==> src/rtl/pipeline_hazard_ctrl_if.sv <==
// Decode-side hazard interface: instruction fields in, stall/flush/forward controls and counters out.
// master = pipeline driving decode fields; slave = hazard controller.
interface pipeline_hazard_ctrl_if #(
  parameter int REG_AW = 5,
  parameter int DEPTH  = 3,
  parameter int CNT_W  = 16
);
  localparam int FW = $clog2(DEPTH + 1);

  logic              dec_valid_i;
  logic [REG_AW-1:0] rs1_i;
  logic [REG_AW-1:0] rs2_i;
  logic [REG_AW-1:0] rd_i;
  logic              regwrite_i;
  logic              is_load_i;
  logic              redirect_i;
  logic              stall_o;
  logic              flush_o;
  logic [FW-1:0]     fwd1_o;
  logic [FW-1:0]     fwd2_o;
  logic [CNT_W-1:0]  stall_cnt_o;
  logic [CNT_W-1:0]  flush_cnt_o;

  modport master (
    output dec_valid_i, rs1_i, rs2_i, rd_i, regwrite_i, is_load_i, redirect_i,
    input  stall_o, flush_o, fwd1_o, fwd2_o, stall_cnt_o, flush_cnt_o
  );

  modport slave (
    input  dec_valid_i, rs1_i, rs2_i, rd_i, regwrite_i, is_load_i, redirect_i,
    output stall_o, flush_o, fwd1_o, fwd2_o, stall_cnt_o, flush_cnt_o
  );
endinterface

==> src/rtl/pipeline_hazard_ctrl.sv <==
// Hazard controller: in-flight writer scoreboard drives operand forwarding, load-use stalls and flushes.
// Controls are combinational from inputs and scoreboard; state advances on the falling clock edge.
module pipeline_hazard_ctrl #(
  parameter int REG_AW     = 5,
  parameter int DEPTH      = 3,
  parameter int LOAD_READY = 2,
  parameter int CNT_W      = 16
) (
  input  logic                  clk,
  input  logic                  rst,
  pipeline_hazard_ctrl_if.slave hz
);
  localparam int FW = $clog2(DEPTH + 1);

  typedef struct packed {
    logic              vld;
    logic [REG_AW-1:0] rd;
    logic              wr;
    logic              ld;
  } entry_t;

  entry_t           sb_q [1:DEPTH];
  entry_t           sb_d;
  logic [FW-1:0]    fwd1;
  logic [FW-1:0]    fwd2;
  logic             haz1;
  logic             haz2;
  logic             stall;
  logic             flush;
  logic [CNT_W-1:0] stall_cnt_q;
  logic [CNT_W-1:0] stall_cnt_d;
  logic [CNT_W-1:0] flush_cnt_q;
  logic [CNT_W-1:0] flush_cnt_d;

  // Walk oldest to youngest so the youngest matching writer wins.
  always_comb begin
    fwd1 = '0;
    fwd2 = '0;
    haz1 = 1'b0;
    haz2 = 1'b0;
    for (int k = DEPTH; k >= 1; k--) begin
      if (sb_q[k].vld && sb_q[k].wr && (sb_q[k].rd == hz.rs1_i) && (hz.rs1_i != '0)) begin
        fwd1 = FW'(k);
        haz1 = sb_q[k].ld && (k < LOAD_READY);
      end
      if (sb_q[k].vld && sb_q[k].wr && (sb_q[k].rd == hz.rs2_i) && (hz.rs2_i != '0)) begin
        fwd2 = FW'(k);
        haz2 = sb_q[k].ld && (k < LOAD_READY);
      end
    end
    if (!hz.dec_valid_i) begin
      fwd1 = '0;
      fwd2 = '0;
      haz1 = 1'b0;
      haz2 = 1'b0;
    end
  end

  assign flush = hz.redirect_i;
  assign stall = hz.dec_valid_i && (haz1 || haz2) && !hz.redirect_i;

  always_comb begin
    sb_d = '0;
    if (hz.dec_valid_i && !stall && !flush) begin
      sb_d.vld = 1'b1;
      sb_d.rd  = hz.rd_i;
      sb_d.wr  = hz.regwrite_i;
      sb_d.ld  = hz.is_load_i;
    end
  end

  assign stall_cnt_d = (stall && (stall_cnt_q != '1)) ? stall_cnt_q + 1'b1 : stall_cnt_q;
  assign flush_cnt_d = (flush && (flush_cnt_q != '1)) ? flush_cnt_q + 1'b1 : flush_cnt_q;

  always_ff @(negedge clk) begin
    if (rst) begin
      sb_q        <= '{default: '0};
      stall_cnt_q <= '0;
      flush_cnt_q <= '0;
    end else begin
      sb_q[1] <= sb_d;
      for (int k = 2; k <= DEPTH; k++) begin
        sb_q[k] <= sb_q[k-1];
      end
      stall_cnt_q <= stall_cnt_d;
      flush_cnt_q <= flush_cnt_d;
    end
  end

  assign hz.stall_o     = stall;
  assign hz.flush_o     = flush;
  assign hz.fwd1_o      = fwd1;
  assign hz.fwd2_o      = fwd2;
  assign hz.stall_cnt_o = stall_cnt_q;
  assign hz.flush_cnt_o = flush_cnt_q;
endmodule

==> src/flat_wrapper.sv <==
// flat-port wrapper written by rule: the top's interface ports become plain ports
module pipeline_hazard_ctrl_flat 
#(
  parameter int REG_AW     = 5,
  parameter int DEPTH      = 3,
  parameter int LOAD_READY = 2,
  parameter int CNT_W      = 16
)
  (clk, rst, hz_dec_valid_i, hz_rs1_i, hz_rs2_i, hz_rd_i, hz_regwrite_i, hz_is_load_i, hz_redirect_i, hz_stall_o, hz_flush_o, hz_fwd1_o, hz_fwd2_o, hz_stall_cnt_o, hz_flush_cnt_o);
  pipeline_hazard_ctrl_if #(.REG_AW(REG_AW), .DEPTH(DEPTH), .CNT_W(CNT_W)) hz_i ();
  input  logic clk;
  input  logic rst;
  input wire logic [$bits(hz_i.dec_valid_i)-1:0] hz_dec_valid_i;
  input wire logic [$bits(hz_i.rs1_i)-1:0] hz_rs1_i;
  input wire logic [$bits(hz_i.rs2_i)-1:0] hz_rs2_i;
  input wire logic [$bits(hz_i.rd_i)-1:0] hz_rd_i;
  input wire logic [$bits(hz_i.regwrite_i)-1:0] hz_regwrite_i;
  input wire logic [$bits(hz_i.is_load_i)-1:0] hz_is_load_i;
  input wire logic [$bits(hz_i.redirect_i)-1:0] hz_redirect_i;
  output wire logic [$bits(hz_i.stall_o)-1:0] hz_stall_o;
  output wire logic [$bits(hz_i.flush_o)-1:0] hz_flush_o;
  output wire logic [$bits(hz_i.fwd1_o)-1:0] hz_fwd1_o;
  output wire logic [$bits(hz_i.fwd2_o)-1:0] hz_fwd2_o;
  output wire logic [$bits(hz_i.stall_cnt_o)-1:0] hz_stall_cnt_o;
  output wire logic [$bits(hz_i.flush_cnt_o)-1:0] hz_flush_cnt_o;
  assign hz_i.dec_valid_i = hz_dec_valid_i;
  assign hz_i.rs1_i = hz_rs1_i;
  assign hz_i.rs2_i = hz_rs2_i;
  assign hz_i.rd_i = hz_rd_i;
  assign hz_i.regwrite_i = hz_regwrite_i;
  assign hz_i.is_load_i = hz_is_load_i;
  assign hz_i.redirect_i = hz_redirect_i;
  assign hz_stall_o = hz_i.stall_o;
  assign hz_flush_o = hz_i.flush_o;
  assign hz_fwd1_o = hz_i.fwd1_o;
  assign hz_fwd2_o = hz_i.fwd2_o;
  assign hz_stall_cnt_o = hz_i.stall_cnt_o;
  assign hz_flush_cnt_o = hz_i.flush_cnt_o;
  pipeline_hazard_ctrl #(.REG_AW(REG_AW), .DEPTH(DEPTH), .LOAD_READY(LOAD_READY), .CNT_W(CNT_W)) u_core (.clk(clk), .rst(rst), .hz(hz_i));
endmodule
==> config.mk <==
export PLATFORM = sky130hd
export DESIGN_NAME = pipeline_hazard_ctrl_flat
export DESIGN_NICKNAME = d
export VERILOG_FILES = /design/src/rtl/pipeline_hazard_ctrl_if.sv /design/src/rtl/pipeline_hazard_ctrl.sv /design/src/flat_wrapper.sv
export SDC_FILE = /design/constraint.sdc
export NUM_CORES = 1
export LEC_CHECK = 0
export CAP_MARGIN = 20
export CELL_PAD_IN_SITES_DETAIL_PLACEMENT = 1
export CELL_PAD_IN_SITES_GLOBAL_PLACEMENT = 1
export CORE_MARGIN = 4
export CORE_UTILIZATION = 30
export CTS_CLUSTER_DIAMETER = 100
export DETAILED_ROUTE_END_ITERATION = 16
export GPL_TIMING_DRIVEN = 0
export PLACE_DENSITY_LB_ADDON = 0.1
export SLEW_MARGIN = 20
export SYNTH_ARGS = -nofsm -noshare
export SYNTH_HDL_FRONTEND = slang
export SYNTH_SLANG_ARGS = --single-unit
==> constraint.sdc <==
create_clock -name clk -period 2.9 [get_ports clk]
set_clock_uncertainty 0.1 [all_clocks]
set_input_delay 0.87 -clock clk [delete_from_list [all_inputs] [get_ports clk]]
set_output_delay 0.87 -clock clk [all_outputs]
set_load 0.02 [all_outputs]
==> flow_summary.json, run 1 <==
{
  "status": "finished with violations",
  "violations": "setup timing",
  "critical_path.endpoint_type": "flip-flop",
  "via_per_inst": 4.94,
  "clkTransAtPathRegs_ns": 0.05,
  "whs_path_depth": 1,
  "ys_seq_area_frac": 0.421,
  "final_net_count": 478,
  "rsz0062_at_grt": "true",
  "synth_ff_type": "dfxtp_1",
  "vias": 2769,
  "dp_cells": 446,
  "synth_compound_area_frac": 0.106,
  "hpwl_um": 5170,
  "critPathKind": "primary input to flip-flop",
  "slew_viol_final": 0,
  "fin_area_sq_um": 4570,
  "synthXorXnorAreaFrac": 0.164,
  "cpPeakStageDelay_ns": 0.50,
  "synth_top_family_by_area": "simple AND/OR/NAND/NOR gates",
  "power_density_nw_per_um2": 367,
  "fin_cells": 561,
  "ant_nets": 0,
  "avgSynthCellArea_sq_um": 9.05,
  "drt_pass1_iterations": 4,
  "crit_chain": "buf_6 -> xnor2_2 -> nand4_1 -> or4_4 -> buf_6 -> buf_4 -> a211o_4 -> buf_6 -> or4_1 -> a21oi_1",
  "die_h_um": 101,
  "post_dp_cell_area_sq_um": 3440,
  "crit_top_cell": "buf_6",
  "grt_pass1_vias": 3104,
  "r2r_cells": 9,
  "hp-class": "flip-flop to flip-flop",
  "start_util": 0.311,
  "antenna-diode-count": 0,
  "power_mw": 1.68,
  "cts_made_buffers": 5,
  "syn-cell-area_sq_um": 2570,
  "relSlewSlack": 0.553,
  "grt_max_degree": 19,
  "die_width_um": 101,
  "yosysWarnings": 0,
  "ys_ff_latch": 54,
  "grtUsageTotal": 0.175,
  "cts.htree.levels": 2,
  "wl_um": 8880,
  "clk_latency_ns": 0.39,
  "critPathLaunchType": "primary input",
  "syn_to_final_growth_pct": 77.7,
  "grt_pass1_wl_um": 14500,
  "avgRoutedWirePerCell_um": 15.8,
  "die_area_sq_um": 10100,
  "cp_max_fo": 5,
  "max_cap_viol_count": 0,
  "utilization": 0.553,
  "core-area_sq_um": 8260,
  "grt.overflow.total": 0,
  "hold_viol": 0,
  "syn_inst": 284,
  "drive_gt1_frac": 0.454,
  "gp_congestion": 0.758,
  "clockBufferDepth": 2,
  "final-setup-viol-count": 71,
  "tightest_slew_ns": 0.665,
  "required_ns": 1.65,
  "crit_arrival_ns": 3.07,
  "synth_cell_types": 38,
  "muxShareOfSynthArea": 0.00828,
  "leakagePower_nw": 1.91,
  "synth_edf_count": 0,
  "numPortBuffers": 57,
  "async_reset_ff_frac": 0,
  "peakVddDrop_v": 0.000220,
  "num_rows": 33,
  "io_pins": 59,
  "cts-hold-fix-buffers": 0,
  "synth_simple_gate_area_frac": 0.265,
  "syn_nets": 307,
  "tns_ns": -47.83,
  "antenna_found_initial": 0,
  "drt_iter0_drc": 82,
  "fin_ws_ns": -1.41,
  "n_fill_cell": 976,
  "slowest_stage": "or4_4",
  "tritoncts": "done",
  "cts_sinks": 54,
  "root_buffer": "clkbuf_8",
  "drc": 0,
  "synth_fa_ha_area_frac": 0.00974
}
[state kept, by name, indices dropped and copies added, names as in the netlist]
| name | count |
|---|---|
| u_core.sb_q | 22 |
| u_core.hz.flush_cnt_o | 16 |
| u_core.hz.stall_cnt_o | 16 |
[area by class of cell]
cell class | count | area (sq um) | area share
Buffer | 9 | 135 | 0.0296
Clock buffer | 5 | 68.8 | 0.0151
Tap cell | 105 | 131 | 0.0288
Timing Repair Buffer | 111 | 1030 | 0.225
Inverter | 4 | 15.0 | 0.00329
Sequential cell | 54 | 1190 | 0.261
Multi-Input combinational cell | 216 | 1770 | 0.387
Clock inverter | 57 | 231 | 0.0507
[cell usage after synthesis, types with 3 or more instances]
cell,instances,share of area
nand4_1,14,0.034
inv_1,5,0.0073
and2_1,8,0.019
nand2_1,15,0.022
xor2_1,14,0.048
clkbuf_1,6,0.0088
nand3_1,19,0.037
xnor2_1,34,0.12
or4_1,7,0.020
o31ai_1,3,0.0088
dfxtp_1,54,0.42
or3_1,3,0.0073
and4_1,6,0.020
a21oi_1,16,0.031
nor2b_1,16,0.039
nor3_1,9,0.018
nand2b_1,3,0.0073
nor2_1,24,0.035
a211oi_1,4,0.012
[through the flow]
stage	setup slack, ns	hold WS [ns]
final	-1.41	0.357
after global routing	-1.54	0.379
after CTS	-1.40	0.365
after detailed placement	-2.31	0.356
after global placement	-2.26	0.359
after floorplan	-1.33	0.338
[worst max-delay path: cells and delay by family]
| family | cells | cell delay [ns] |
|---|---|---|
| xor gates and xnor gates | 1 | 0.14 |
| buffers and inverters | 4 | 0.55 |
| AOI/OAI and AO/OA | 2 | 0.48 |
| and+or+nand+nor | 3 | 1.02 |
[placed cells by master (no fill, tap or decap), drive strengths merged]
master / count
clkdlybuf4s50: 9
xor2: 14
nand4: 14
a211o: 1
nand2: 15
inv: 60
a211oi: 4
and4: 6
o31ai: 3
a21o: 1
buf: 105
xnor2: 34
dfxtp: 54
o41ai: 1
a2111oi: 3
nor3: 9
nand3b: 1
mux2: 1
o211a: 2
and3: 1
ha: 2
nor2: 24
nand2b: 3
a31oi: 1
clkbuf: 11
and2: 8
or3: 3
o21ai: 2
a21oi: 16
nand3: 19
a311oi: 1
a31o: 2
mux2i: 1
or4: 8
clkinv: 1
nor2b: 16
[final timing paths]
kind | endpoint | slack, ns | startpoint
worst max-delay path | u_core.hz.stall_cnt_o[10] | -1.41 | hz_rs2_i[0]
worst min register to register | u_core.sb_q[15] | 0.36 | u_core.sb_q[23]
worst max register to register | u_core.hz.stall_cnt_o[10] | 0.30 | u_core.sb_q[19]
worst min-delay path | u_core.sb_q[15] | 0.36 | u_core.sb_q[23]
[kinds of logic after synthesis]
logic type	after synthesis
adders and majority gates	2
and+or+nand+nor	126
AOI/OAI and AO/OA	37
buffers and inverters	15
muxes	2
xor gates and xnor gates	48
DFF	54
[repair_timing]
| action | in CTS | in global routing |
|---|---|---|
| endpoints found under the setup margin | 91 | 72 |
| pin swaps | 10 | 27 |
| setup buffers | 42 | 11 |
| gates resized for setup | 354 | 40 |
| gates cloned | 3 | 0 |
[power by group]
part	total [mW]	leakage, nW	internal [mW]	switching [mW]
logic	0.152	1.11	0.0813	0.0709
registers	0.743	0.462	0.734	0.00941
clock network	0.782	0.338	0.279	0.504
[layer usage]
metal	GRT usage	vias to the layer above	share of wire
li1	-	1345	-
met1	0.206	1349	0.43
met2	0.301	65	0.51
met3	0.0422	10	0.039
met4	0.0788	0	0.014
met5	0	-	0
Power figures use the tool's default switching activity.
==> inputs of run 2 (changes only) <==
Settings changed: CORE_UTILIZATION 30 to 34.
==> flow_summary.json, run 2 (synthesized netlist as in run 1, its figures left out) <==
{
  "layout_commonest_cell": "buf_4",
  "grt.overflow.total": 0,
  "top_layer": "met4",
  "tritoncts": "done",
  "root_buffer": "clkbuf_8",
  "dr_wl_met2_um": 6350,
  "top_register": "u_core.sb_q",
  "largest_register_ffs": 22,
  "drt_pass1_iterations": 4,
  "vias": 3015,
  "gp_congestion": 0.761,
  "met3_wirelength_um": 560,
  "clockBufferDepth": 2,
  "post_dp_cell_area_sq_um": 3430,
  "start_util": 0.352,
  "status": "finished with violations",
  "slew_viol_final": 0,
  "hp-class": "flip-flop to flip-flop",
  "critPathKind": "flip-flop to output pin",
  "relSlewSlack": 0.438,
  "power_density_nw_per_um2": 399,
  "cts-hold-fix-buffers": 0,
  "antenna-diode-count": 0,
  "tns_ns": -50.33,
  "die_width_um": 94.9,
  "hold_viol": 0,
  "hpwl_um": 5150,
  "grt_pass1_vias": 3241,
  "drive_gt1_frac": 0.489,
  "core-area_sq_um": 7290,
  "clkTransAtPathRegs_ns": 0.07,
  "wl_met1_um": 4760,
  "io_pins": 59,
  "via_per_inst": 5.26,
  "avgRoutedWirePerCell_um": 20.8,
  "final-setup-viol-count": 74,
  "die_h_um": 94.9,
  "violations": "setup timing",
  "max_cap_viol_count": 0,
  "fin_ws_ns": -1.51,
  "dp_cells": 440,
  "cp_max_fo": 5,
  "grtUsageTotal": 0.220,
  "cts.htree.levels": 2,
  "required_ns": 1.93,
  "tightest_slew_ns": 0.837,
  "crit_arrival_ns": 3.44,
  "cts_sinks": 54,
  "peakVddDrop_v": 0.000289,
  "fin_area_sq_um": 4870,
  "critPathLaunchType": "flip-flop",
  "layout_common_cells": "buf_4, inv_1, buf_6, dfxtp_4, xnor2_1",
  "fin_cells": 573,
  "drt_iter0_drc": 99,
  "seq_area_sq_um": 1190,
  "multiInputGateArea_sq_um": 1830,
  "drc": 0,
  "numPortBuffers": 57,
  "syn_to_final_growth_pct": 89.3,
  "ant_nets": 0,
  "rsz0062_at_grt": "true",
  "cts_made_buffers": 5,
  "final_net_count": 497,
  "wl_um": 11900,
  "die_area_sq_um": 9010,
  "grt_pass1_wl_um": 15400,
  "critical_path.endpoint_type": "output pin",
  "power_mw": 1.94,
  "num_rows": 31,
  "n_fill_cell": 822,
  "grt_max_degree": 16,
  "clk_latency_ns": 0.41,
  "antenna_found_initial": 0,
  "leakagePower_nw": 2.07
}
==> run 2: per-stage QoR <==
step                 util  hold slack, ns  setup slack [ns]
floorplan               -           0.338             -1.33
global placement    0.471           0.351             -2.15
detailed placement  0.471           0.363             -2.21
CTS                 0.616           0.362             -1.45
global route        0.667           0.408             -1.59
finish              0.667           0.392             -1.51
==> run 2: worst paths after layout <==
| check | start | endpoint | slack [ns] | cells past startpoint |
|---|---|---|---|---|
| min reg2reg | u_core.sb_q[20] | u_core.sb_q[12] | 0.39 | 1 |
| min | u_core.sb_q[20] | u_core.sb_q[12] | 0.39 | 1 |
| max | u_core.sb_q[18] | hz_fwd2_o[1] | -1.51 | 5 |
| max reg2reg | u_core.hz.stall_cnt_o[13] | u_core.hz.stall_cnt_o[8] | 0.16 | 10 |
==> run 2: where the power goes <==
part / total (mW) / internal [mW] / leakage (nW) / switching [mW]
clock: 1.01 / 0.439 / 0.352 / 0.574
sequential: 0.744 / 0.733 / 0.462 / 0.0110
combinational: 0.184 / 0.100 / 1.25 / 0.0836
total: 1.94 / 1.27 / 2.07 / 0.669
==> run 2: final cells by class <==
class,count,area share
clock inverter,56,0.0540
tap,99,0.0255
buffer,8,0.0231
inverter,4,0.00309
sequential,54,0.244
clock buffer,5,0.0141
multi-input combinational,216,0.376
timing repair buffer,131,0.260
==> run 2: critical path, stage by stage (launching register included) <==
cell and delay [ns]:
dfxtp_4 0.37, xnor2_4 0.14, nand4_1 0.14, or4_4 0.64, o211a_1 0.17, buf_6 0.13
==> run 2: what timing repair did <==
item                       CTS  global route
cloned                       2             0
pin swaps                   31            33
buffers inserted            52            21
resized for setup          367            55
setup endpoints to repair   91            72
==> run 2: routing by layer <==
| layer | global-route usage | vias to the layer above |
|---|---|---|
| met2 | 0.400 | 117 |
| met5 | 0 | - |
| li1 | - | 1381 |
| met4 | 0.0829 | 0 |
| met3 | 0.0582 | 25 |
| met1 | 0.242 | 1492 |
==> inputs of run 3 (changes only) <==
Settings changed: CELL_PAD_IN_SITES_GLOBAL_PLACEMENT 1 to 2, CORE_UTILIZATION 34 to 27.
==> flow_summary.json, run 3 (synthesized netlist as in run 1, its figures left out) <==
{
  "peakVddDrop_v": 0.000201,
  "slew_viol_final": 0,
  "sw_frac_of_total": 0.346,
  "rsz0062_at_grt": "true",
  "relSlewSlack": 0.445,
  "drt_iter0_drc": 20,
  "cts.htree.levels": 2,
  "grt_pass1_vias": 2985,
  "p_int_mw": 1.10,
  "power.share.sequential": 0.444,
  "hp-start": "u_core.sb_q[23]",
  "hp-class": "flip-flop to flip-flop",
  "status": "finished with violations",
  "top_layer": "met4",
  "violations": "setup timing",
  "layout_common_cells": "buf_4, inv_1, buf_6, xnor2_1, dfxtp_4",
  "grt.overflow.total": 0,
  "r2r_setup_slack_ns": 0.35,
  "die_width_um": 106,
  "tightest_slew_ns": 0.827,
  "utilization": 0.516,
  "clk_latency_ns": 0.39,
  "root_buffer": "clkbuf_8",
  "largest_register_ffs": 22,
  "crit_arrival_ns": 3.32,
  "cts_made_buffers": 5,
  "hold_viol": 0,
  "start_util": 0.278,
  "num_rows": 35,
  "via_per_inst": 4.68,
  "crit_path_start": "u_core.sb_q[19]",
  "grt_pass1_wl_um": 14100,
  "met3_wirelength_um": 382,
  "r2r_cells": 9,
  "p_clk_frac": 0.464,
  "final_net_count": 487,
  "vias": 2782,
  "grtUsageTotal": 0.154,
  "grt_max_degree": 19,
  "cts-hold-fix-buffers": 0,
  "fin_area_sq_um": 4770,
  "die_area_sq_um": 11100,
  "hpwl_um": 5510,
  "clockBufferDepth": 2,
  "power_mw": 1.68,
  "final-setup-viol-count": 72,
  "clkTransAtPathRegs_ns": 0.05,
  "wl_um": 8930,
  "tritoncts": "done",
  "io_pins": 59,
  "required_ns": 1.93,
  "ant_nets": 0,
  "avgRoutedWirePerCell_um": 15.0,
  "post_dp_cell_area_sq_um": 3470,
  "drc": 0,
  "critPathKind": "flip-flop to output pin",
  "combPwrFrac": 0.092,
  "numPortBuffers": 57,
  "die_h_um": 106,
  "cp-endpoint": "hz_fwd1_o[1]",
  "core-area_sq_um": 9240,
  "critical_path.endpoint_type": "output pin",
  "cts_sinks": 54,
  "p_sw_uw": 580,
  "antenna_found_initial": 0,
  "wl_met1_um": 3800,
  "syn_to_final_growth_pct": 85.5,
  "fin_ws_ns": -1.39,
  "dr_wl_met2_um": 4690,
  "layout_commonest_cell": "buf_4",
  "reg2reg_to": "u_core.hz.stall_cnt_o[5]",
  "drive_gt1_frac": 0.488,
  "gp_congestion": 0.727,
  "max_cap_viol_count": 0,
  "power_density_nw_per_um2": 352,
  "antenna-diode-count": 0,
  "r2r_start": "u_core.sb_q[19]",
  "top_register": "u_core.sb_q",
  "critPathLaunchType": "flip-flop",
  "cp_max_fo": 4,
  "leakagePower_nw": 1.98,
  "drt_pass1_iterations": 4
}
-- run 3: changes by cell type in the layout (fill, tap and decap cells not counted), moves of 2 or more --
cell	previous run	this run
buf_8	5	1
buf_6	54	51
a21oi_2	6	4
a21oi_4	2	4
buf_12	2	0
bufinv_16	2	0
clkbuf_4	0	2
nand3_1	15	13
nand3_2	2	4
or4_4	7	5
xnor2_1	23	25
-- run 3: cell type report --
class / count / area (sq um)
repair buffers: 120 / 1110
clock buffers: 5 / 68.8
inverters: 4 / 15.0
plain buffers: 10 / 135
flip-flops and latches: 54 / 1190
well taps: 129 / 161
clock inverters: 57 / 231
multi-input cells: 215 / 1860
fillers: 1045 / 4470
-- run 3: power groups by stage --
| stage | logic [mW] | clock network, mW | registers [mW] |
|---|---|---|---|
| 3_5_place_dp | 0.126 | 0.115 | 0.779 |
| 5_1_grt | 0.166 | 0.907 | 0.743 |
| 2_1_floorplan | 0.0629 | 0.115 | 0.779 |
| 4_1_cts | 0.144 | 0.818 | 0.745 |
| 3_3_place_gp | 0.125 | 0.115 | 0.779 |
| 6_report | 0.154 | 0.777 | 0.744 |
-- run 3: routing by layer --
metal  vias to the layer above  GRT usage
li1                       1354          -
met5                         -          0
met2                        60      0.258
met3                         8     0.0539
met4                         0     0.0500
met1                      1360      0.184
-- run 3: worst min-delay path by stage --
| stage | to | slack, ns | cells past startpoint |
|---|---|---|---|
| after floorplan | u_core.sb_q[15] | 0.34 | 1 |
| after global routing | u_core.sb_q[9] | 0.37 | 1 |
| final | u_core.sb_q[15] | 0.34 | 1 |
| after detailed placement | u_core.sb_q[9] | 0.35 | 1 |
| after CTS | u_core.sb_q[15] | 0.35 | 1 |
| after global placement | u_core.sb_q[15] | 0.36 | 1 |
-- run 3: what timing repair did --
item	in CTS	in global routing
buffers inserted	49	14
pin swaps	13	34
gates cloned	3	0
gates resized for setup	360	55
endpoints found under the setup margin	91	72
-- run 3: worst max-delay path, stage by stage (launching register included) --
cell and delay [ns]:
dfxtp_2 0.38, xnor2_2 0.13, nand4_1 0.12, or4_4 0.44
buf_6 0.16, o211a_4 0.13, buf_6 0.12
-- run 3: stage by stage --
stage               worst slack [ns]  hold slack (ns)  setup TNS, ns  instances
detailed placement             -2.15            0.354         -96.45        470
floorplan                      -1.33            0.338         -35.94        284
global placement               -2.13            0.356         -96.49        470
global route                   -1.49            0.371         -48.37        594
finish                         -1.39            0.338         -44.97        594
CTS                            -1.39            0.353         -45.42        583
